$ cat config.mk
export PLATFORM = sky130hd
export DESIGN_NAME = cordic_result_fifo_flat
export DESIGN_NICKNAME = d
export VERILOG_FILES = /design/src/rtl/cordic_pkg.sv /design/src/rtl/cordic_result_fifo_if.sv /design/src/rtl/cordic_fifo_mem.sv /design/src/rtl/cordic_result_fifo.sv /design/src/flat_wrapper.sv
export SDC_FILE = /design/constraint.sdc
export NUM_CORES = 1
export LEC_CHECK = 0
export BUFFER_PORTS_ARGS = -buffer_cell sky130_fd_sc_hd__buf_2
export CAP_MARGIN = 20
export CORE_MARGIN = 5
export CORE_UTILIZATION = 30
export DETAILED_ROUTE_END_ITERATION = 6
export PLACE_DENSITY_LB_ADDON = 0.1
export SKIP_LAST_GASP = 1
export SLEW_MARGIN = 20
export SYNTH_ARGS = -nofsm -noshare
export SYNTH_HDL_FRONTEND = slang
export SYNTH_SLANG_ARGS = --single-unit
$ cat constraint.sdc
create_clock -name HCLK -period 6.7 [get_ports HCLK]
set_input_delay 2.01 -clock HCLK [delete_from_list [all_inputs] [get_ports HCLK]]
set_output_delay 2.01 -clock HCLK [all_outputs]
set_load 0.05 [all_outputs]
$ cat src/rtl/cordic_pkg.sv
// Shared constants for the CORDIC result path (core, result FIFO, AHB-Lite bridge).
package cordic_pkg;
  localparam int          CORDIC_WIDTH       = 32;
  localparam int          CORDIC_FIFO_DEPTH  = 16;
  localparam logic [31:0] CORDIC_RESULT_ADDR = 32'h4001_0000;
  localparam logic [31:0] CORDIC_STATUS_ADDR = 32'h4001_0004;

  typedef logic [CORDIC_WIDTH-1:0] cordic_word_t;
endpackage

$ cat src/rtl/cordic_result_fifo_if.sv
// Handshake bundle between the CORDIC core/bridge (master) and the result FIFO (slave).
interface cordic_result_fifo_if
  import cordic_pkg::*;
#(
  parameter int WIDTH = CORDIC_WIDTH,
  parameter int DEPTH = CORDIC_FIFO_DEPTH,
  parameter int AW    = $clog2(DEPTH)
);
  logic             valid_out_interface;
  logic [WIDTH-1:0] cordic_result;
  logic             clr;
  logic             read_fifo_en;
  logic [WIDTH-1:0] out_fifo;
  logic             empty;
  logic             full;
  logic [AW:0]      level;
  logic             overflow;
  logic             underflow;

  modport master (
    output valid_out_interface, cordic_result, clr, read_fifo_en,
    input  out_fifo, empty, full, level, overflow, underflow
  );

  modport slave (
    input  valid_out_interface, cordic_result, clr, read_fifo_en,
    output out_fifo, empty, full, level, overflow, underflow
  );
endinterface

$ cat src/rtl/cordic_fifo_mem.sv
// Register-array storage: one synchronous write port, one asynchronous read port.
module cordic_fifo_mem #(
  parameter int WIDTH = 32,
  parameter int DEPTH = 16,
  parameter int AW    = $clog2(DEPTH)
) (
  input  logic             clk,
  input  logic             we,
  input  logic [AW-1:0]    waddr,
  input  logic [WIDTH-1:0] wdata,
  input  logic [AW-1:0]    raddr,
  output logic [WIDTH-1:0] rdata
);
  // Deliberately unreset: contents are only observable through the empty-gated head.
  logic [WIDTH-1:0] mem [DEPTH];

  always_ff @(posedge clk) begin
    if (we) mem[waddr] <= wdata;
  end

  assign rdata = mem[raddr];
endmodule

$ cat src/rtl/cordic_result_fifo.sv
// First-word-fall-through result queue with sticky overflow/underflow and sync flush.
module cordic_result_fifo
  import cordic_pkg::*;
#(
  parameter int WIDTH = CORDIC_WIDTH,
  parameter int DEPTH = CORDIC_FIFO_DEPTH,
  parameter int AW    = $clog2(DEPTH)
) (
  input  logic                 HCLK,
  input  logic                 HRESETn,
  cordic_result_fifo_if.slave  fif
);
  localparam logic [AW:0] FULL_LVL = (AW+1)'(DEPTH);

  logic [AW-1:0]    wr_ptr, rd_ptr;
  logic [AW:0]      level;
  logic             overflow, underflow;
  logic             empty, full;
  logic             wr_en, rd_en;
  logic             ovf_set, udf_set;
  logic [WIDTH-1:0] head;

  assign empty = (level == '0);
  assign full  = (level == FULL_LVL);

  // A pop frees the slot in the same edge, so a write into a full queue is legal if paired with one.
  assign wr_en   = fif.valid_out_interface && (!full || fif.read_fifo_en) && !fif.clr;
  assign rd_en   = fif.read_fifo_en && !empty && !fif.clr;
  assign ovf_set = fif.valid_out_interface && full && !fif.read_fifo_en;
  assign udf_set = fif.read_fifo_en && empty;

  cordic_fifo_mem #(.WIDTH(WIDTH), .DEPTH(DEPTH), .AW(AW)) u_mem (
    .clk   (HCLK),
    .we    (wr_en),
    .waddr (wr_ptr),
    .wdata (fif.cordic_result),
    .raddr (rd_ptr),
    .rdata (head)
  );

  always_ff @(posedge HCLK or negedge HRESETn) begin
    if (!HRESETn) begin
      wr_ptr    <= '0;
      rd_ptr    <= '0;
      level     <= '0;
      overflow  <= 1'b0;
      underflow <= 1'b0;
    end else if (fif.clr) begin
      wr_ptr    <= '0;
      rd_ptr    <= '0;
      level     <= '0;
      overflow  <= 1'b0;
      underflow <= 1'b0;
    end else begin
      if (wr_en) wr_ptr <= wr_ptr + 1'b1;
      if (rd_en) rd_ptr <= rd_ptr + 1'b1;
      case ({wr_en, rd_en})
        2'b10:   level <= level + 1'b1;
        2'b01:   level <= level - 1'b1;
        default: level <= level;
      endcase
      if (ovf_set) overflow  <= 1'b1;
      if (udf_set) underflow <= 1'b1;
    end
  end

  assign fif.out_fifo  = empty ? '0 : head;
  assign fif.empty     = empty;
  assign fif.full      = full;
  assign fif.level     = level;
  assign fif.overflow  = overflow;
  assign fif.underflow = underflow;
endmodule

$ cat src/flat_wrapper.sv
// flat-port wrapper written by rule: the top's interface ports become plain ports
module cordic_result_fifo_flat import cordic_pkg::*;
#(
  parameter int WIDTH = CORDIC_WIDTH,
  parameter int DEPTH = CORDIC_FIFO_DEPTH,
  parameter int AW    = $clog2(DEPTH)
)
  (HCLK, HRESETn, fif_valid_out_interface, fif_cordic_result, fif_clr, fif_read_fifo_en, fif_out_fifo, fif_empty, fif_full, fif_level, fif_overflow, fif_underflow);
  cordic_result_fifo_if #(.WIDTH(WIDTH), .DEPTH(DEPTH), .AW(AW)) fif_i ();
  input  logic HCLK;
  input  logic HRESETn;
  input wire logic [$bits(fif_i.valid_out_interface)-1:0] fif_valid_out_interface;
  input wire logic [$bits(fif_i.cordic_result)-1:0] fif_cordic_result;
  input wire logic [$bits(fif_i.clr)-1:0] fif_clr;
  input wire logic [$bits(fif_i.read_fifo_en)-1:0] fif_read_fifo_en;
  output wire logic [$bits(fif_i.out_fifo)-1:0] fif_out_fifo;
  output wire logic [$bits(fif_i.empty)-1:0] fif_empty;
  output wire logic [$bits(fif_i.full)-1:0] fif_full;
  output wire logic [$bits(fif_i.level)-1:0] fif_level;
  output wire logic [$bits(fif_i.overflow)-1:0] fif_overflow;
  output wire logic [$bits(fif_i.underflow)-1:0] fif_underflow;
  assign fif_i.valid_out_interface = fif_valid_out_interface;
  assign fif_i.cordic_result = fif_cordic_result;
  assign fif_i.clr = fif_clr;
  assign fif_i.read_fifo_en = fif_read_fifo_en;
  assign fif_out_fifo = fif_i.out_fifo;
  assign fif_empty = fif_i.empty;
  assign fif_full = fif_i.full;
  assign fif_level = fif_i.level;
  assign fif_overflow = fif_i.overflow;
  assign fif_underflow = fif_i.underflow;
  cordic_result_fifo #(.WIDTH(WIDTH), .DEPTH(DEPTH), .AW(AW)) u_core (.HCLK(HCLK), .HRESETn(HRESETn), .fif(fif_i));
endmodule
---- After elaboration in Yosys (flattened, before gate mapping) ----
Memories as Yosys holds them, arrays and structs flattened.
Index checks and enable logic that the tools add are counted.
word-level totals
  input port bits ......................... 37
  memories ................................ 1
  word-level logic and storage cells ...... 44
  output and inout bits ................... 41
  flip-flop bits (word level) ............. 15
  bits in writable memories ............... 512
operators by class
  add/sub/neg operators ................... 4
  reductions and logical operators ........ 18
  mux-type cells .......................... 13
  equal/unequal tests ..................... 3
memories
  name              depth  width  read ports  clocked after memory_dff  wr ports  RTL line               text
  u_core.u_mem.mem  16     32     1           0                         1         cordic_fifo_mem.sv:15  logic [WIDTH-1:0] mem [DEPTH];
operators by type and width
  operator                                                            count
  32-bit two-way mux                                                  1
  4-bit two-way mux                                                   4
  5-bit case mux with 2 select lines                                  1
  4-bit by 1-bit adder with 4-bit output, second input constant       2
  2-bit nonzero test                                                  4
  1-bit logical AND                                                   7
  1-bit two-way mux                                                   6
  5-bit by 1-bit adder with 5-bit output, second input constant       1
  5-bit == test, second input constant                                1
  5-bit zero test                                                     1
  5-bit two-way mux                                                   1
  5-bit by 1-bit subtractor with 5-bit output, second input constant  1
  1-bit zero test                                                     4
  3-bit nonzero test                                                  1
  2-bit by 1-bit == test with 1-bit output, second input constant     1
  2-bit == test, second input constant                                1
  1-bit logical OR                                                    1

---- Logic depth before layout (Yosys ltp) ----
  depth in word-level cells ............... 8
  depth in mapped cells ................... 11
  mapped depth without buffers ............ 11

---- Hierarchy ----
From an unflattened synthesis, not the netlist that was laid out.
second synthesis, totals
  cell total of the unflattened synthesis .. 937
  area, all modules ....................... 20412.1 µm²
modules (own cells, without submodules)
  module              cells each  times used  area an instance (µm²)
  cordic_fifo_mem     806         1           19213.4
  cordic_result_fifo  131         1           1198.6

---- Least setup slack after synthesis ----
Ideal clock, no wire load.
  path type ............................... input to register
  start point ............................. input fif_read_fifo_en
  end point ............................... memory u_core.u_mem.mem[11][0] (enable)
  setup time .............................. 0.513 ns
  stages on the path ...................... 4
  arrival time ............................ 6.078 ns
  setup slack ............................. 0.109 ns
  data required time ...................... 6.187 ns
  cells stage by stage .................... inv_1 -> a31oi_1 -> nand2_1 -> nor4b_1
between the ends
  word-level cells in the longest chain between the ends .. 5
RTL lines
  item                                     RTL line                  text
  from (decl)                              flat_wrapper.sv:15        input wire logic [$bits(fif_i.read_fifo_en)-1:0] fif_read_fifo_en;
  1-bit logical OR                         cordic_result_fifo.sv:27  assign wr_en = fif.valid_out_interface && (!full || fif.read_fifo_en) && !fif.clr;
  1-bit logical AND (2 in series)          cordic_result_fifo.sv:27
  1-bit two-way mux                        cordic_fifo_mem.sv:18     if (we) mem[waddr] <= wdata;
  1-bit two-way mux (implied by the code)  cordic_fifo_mem.sv:18
  to (decl)                                cordic_fifo_mem.sv:15
No other way between the ends.

---- Worst setup path after layout ----
  start point ............................. register u_core.rd_ptr[0]
  end point ............................... output fif_out_fifo[29]
between the ends
  word-level cells in the longest chain between the ends .. 2
RTL lines
  item                    RTL line                  text
  from (decl)             cordic_result_fifo.sv:15  logic [AW-1:0] wr_ptr, rd_ptr;
  from (signal assigned)  cordic_result_fifo.sv:56  if (rd_en) rd_ptr <= rd_ptr + 1'b1;
  memory 16 x 32 bit      n/a
  32-bit two-way mux      cordic_result_fifo.sv:67  assign fif.out_fifo = empty ? '0 : head;
  to (decl)               flat_wrapper.sv:16        output wire logic [$bits(fif_i.out_fifo)-1:0] fif_out_fifo;
No other way between the ends.

==> flow_metrics.env <==
export IMPL_run_status="complete, no violations"
export IMPL_cts_tree="yes"
export IMPL_area_growth_pct=16.2
export IMPL_numPortBuffers=77
export IMPL_final_setup_viol_count=0
export IMPL_worstSetupStartpointType="register"
export IMPL_gates_resized_cts_repair=0
export IMPL_worst_ep_required_time_ns=4.69
export IMPL_vias=9190
export IMPL_power_density_nw_per_um2=368
export IMPL_path_max_fanout=37
export IMPL_cts_post_setup_buffers_inserted=0
export IMPL_routed_via_density=4.82
export IMPL_synth_warn=0
export IMPL_post_synth_num_cell_types=36
export IMPL_num_nets_final=1024
export IMPL_worst_slew_slack_as_a_fraction_of_its_limit_pct=26.5
export IMPL_critical_path_top_delay_family="multiplexers"
export IMPL_critPathBufInv=2
export IMPL_postSynth_topFlopCell="edfxtp_1"
export IMPL_cpMaxStageDelayCell="dfrtp_4"
export IMPL_grt_ovfl_total=0
export IMPL_detailed_place_hpwl_um=27900
export IMPL_timing_setup_tns_ns=0
export IMPL_post_cts_hold_buffer_count=0
export IMPL_finalHoldViolations=0
export IMPL_clock_tree_buffer_depth=3
export IMPL_grt_setup_unrepaired="false"
export IMPL_synthesis_nets=908
export IMPL_report_final_slew_viol_count=0
export IMPL_worst_setup_path_type="reg2out"
export IMPL_timing_hold_worst_class="reg2reg"
export IMPL_first_pass_iters=4
export IMPL_worst_hold_slack_ns=0.508
export IMPL_design_power_total_mw=8.74
export IMPL_layout_worst_path_cycle_share_pct=81.6
export IMPL_ys_seq_elements=527
export IMPL_grt_antenna_before_repair=5
export IMPL_sequential_cell_area_um2=15800
export IMPL_gp_routability_congestion=0.693
export IMPL_synth_area_top_cells="edfxtp_1 75%, mux4_2 18%, dfrtp_1 1.8%, and2_1 1.1%, ha_1 0.43%"
export IMPL_core_utilization_of_the_finished_layout_pct=35.2
export IMPL_htreeDepth=2
export IMPL_mostFrequentLayoutCell="edfxtp_1"
export IMPL_placementRows=95
export IMPL_routed_wl_um=50400
export IMPL_cts_inserted_buffers=58
export IMPL_leakagePower_nw=7.37
export IMPL_final_cell_mix="512 x edfxtp_1, 160 x mux4_2, 77 x buf_2"
export IMPL_cts_clk_slew_worst_paths_ns=0.06
export IMPL_io_pin_count=78
export IMPL_wl_per_cell_um=26.5
export IMPL_post_route_cells_drive_above_1_share_pct=35.3
export IMPL_core_area_um2=67300
export IMPL_stage_delay_of_the_slowest_cell_on_the_critical_path_ns=0.90
export IMPL_max_cap_violations=0
export IMPL_synth_area_leader_cell="edfxtp_1"
export IMPL_drc=0
export IMPL_final_min_clock_period_ns=5.47
export IMPL_worst_path_most_repeated_cell="mux4_2"
export IMPL_grt_pass1_vias=10300
export IMPL_clock_latency_ns=0.61
export IMPL_vdd_ir_drop_worst_v=0.000313
export IMPL_post_synth_cell_area_avg_um2=23.6
export IMPL_worstPathCellList="buf_12 > mux4_2 > mux4_2 > and2_1 > buf_2"
export IMPL_die_area_um2=73300
export IMPL_start_util_pct=30.3
export IMPL_global_route_usage_total_pct=13.8
export IMPL_die_w_um=271
export IMPL_num_fill_cells=6222
export IMPL_multiInputGateArea_um2=4450
export IMPL_synthesis_area_um2=20400
export IMPL_global_route_wire_length_before_repair_um=74100
export IMPL_die_height_um=271
export IMPL_synth_edff_count=512
export IMPL_drtIter0Drc=623
export IMPL_cts_num_sinks=527
export IMPL_clockRootBuffer="clkbuf_16"
export IMPL_route_antenna_remaining_nets=0
export IMPL_async_reset_ff_share_pct=2.85
export IMPL_timing_fmax_mhz=183
export IMPL_crit_path_end_kind="output pin"
export IMPL_worst_slew_pin_slew_ns=1.10
export IMPL_final_setup_skew_ns=0.0157
export IMPL_gate_count_after_technology_mapping=864
export IMPL_netlist_area_leader_share_pct=75.3
export IMPL_worst_endpoint_arrival_ns=3.46
export IMPL_yosysSeqAreaShare_pct=77.2
export IMPL_largest_net_degree_at_the_start_of_global_routing=47
[worst reg2reg max path: cells and delay by family, from the launching register on]
family	cells	cell delay, ns
and+or+nand+nor	4	1.45
AOI/OAI and AO/OA	4	0.66
DFF	1	0.47
buffers and inverters	1	0.38
muxes	1	0.27
adders and majority gates	1	0.22
[cell usage after synthesis, types with 2 or more instances]
cell      count
nor3b_1       2
buf_1        12
nand4_1       2
buf_4        10
xor2_1        7
inv_1         8
xnor2_1       2
clkbuf_1     16
buf_2         4
ha_1          7
and2_1       35
o21ai_0       4
and3_1       12
mux4_2      160
nor2_1       18
mux2i_1       2
nand2_1       6
edfxtp_1    512
dfrtp_1      15
a21oi_1       9
a31oi_1       3
nor3_1        4
[layer usage]
metal | GRT usage, % | vias to the layer above | share of wire [%]
met4 | 3.61 | 6 | 2.1
li1 | - | 3921 | -
met2 | 21.7 | 157 | 48
met3 | 2.61 | 69 | 3.8
met5 | 0 | - | 0.081
met1 | 19.8 | 5037 | 46
[area by class of cell]
| class | instances | share of cell area, % |
|---|---|---|
| inverter | 8 | 0.127 |
| tap | 873 | 4.61 |
| clock inverter | 39 | 1.14 |
| clock buffer | 71 | 6.33 |
| timing repair buffer | 99 | 2.53 |
| antenna | 2 | 0.0211 |
| multi-input combinational | 286 | 18.8 |
| sequential | 527 | 66.5 |
[stage by stage]
step / worst slack, ns / std cells / area, um2
detailed placement: 1.56 / 1793 / 21900
global route: 1.02 / 1903 / 23700
CTS: 1.10 / 1903 / 23700
global placement: 1.61 / 1792 / 21900
finish: 1.23 / 1905 / 23700
floorplan: 0.109 / 864 / 20400
[path summary, 6_finish.rpt]
| path | start | to | slack (ns) | cells after the start |
|---|---|---|---|---|
| min reg2reg | u_core.fif.overflow$_DFFE_PN0P_ | u_core.fif.overflow$_DFFE_PN0P_ | 0.51 | 2 |
| max | u_core.rd_ptr[0]$_DFFE_PN0P_ | fif_out_fifo[29] | 1.23 | 5 |
| min | u_core.fif.overflow$_DFFE_PN0P_ | u_core.fif.overflow$_DFFE_PN0P_ | 0.51 | 2 |
| max reg2reg | u_core.fif.level[0]$_DFFE_PN0P_ | u_core.fif.level[4]$_DFFE_PN0P_ | 3.16 | 11 |
| max in group asynchronous | HRESETn | u_core.rd_ptr[0]$_DFFE_PN0P_ | 5.08 | 1 |
| min in group asynchronous | HRESETn | u_core.fif.overflow$_DFFE_PN0P_ | 1.31 | 1 |
[flip-flops by register name, summed over array words and instances (netlist names)]
signal,flops
u_core.fif.overflow,1
u_core.wr_ptr,4
u_core.rd_ptr,4
u_core.fif.level,5
u_core.u_mem.mem,512
u_core.fif.underflow,1
[cell families (layout without fill, tap and decap cells)]
logic type | count (synthesis) | in the layout | synth area share (%)
XOR/XNOR | 9 | 9 | 0.386
buffers and inverters | 51 | 217 | 1.18
adder cells (fa/ha/maj) | 7 | 7 | 0.429
other | 0 | 2 | 0
flip-flops | 527 | 527 | 77.2
AND/OR/NAND/NOR | 85 | 85 | 2.36
AO/OA/AOI/OAI | 22 | 22 | 0.662
multiplexers | 163 | 163 | 17.8
[report_power, final]
group	leakage (nW)	switching (mW)	internal (mW)	total [mW]
registers	4.81	0.101	3.67	3.77
clock network	0.865	1.28	1.70	2.98
logic	1.70	1.27	0.710	1.98
total	7.37	2.65	6.08	8.74
(Power assumes the default switching activity.)
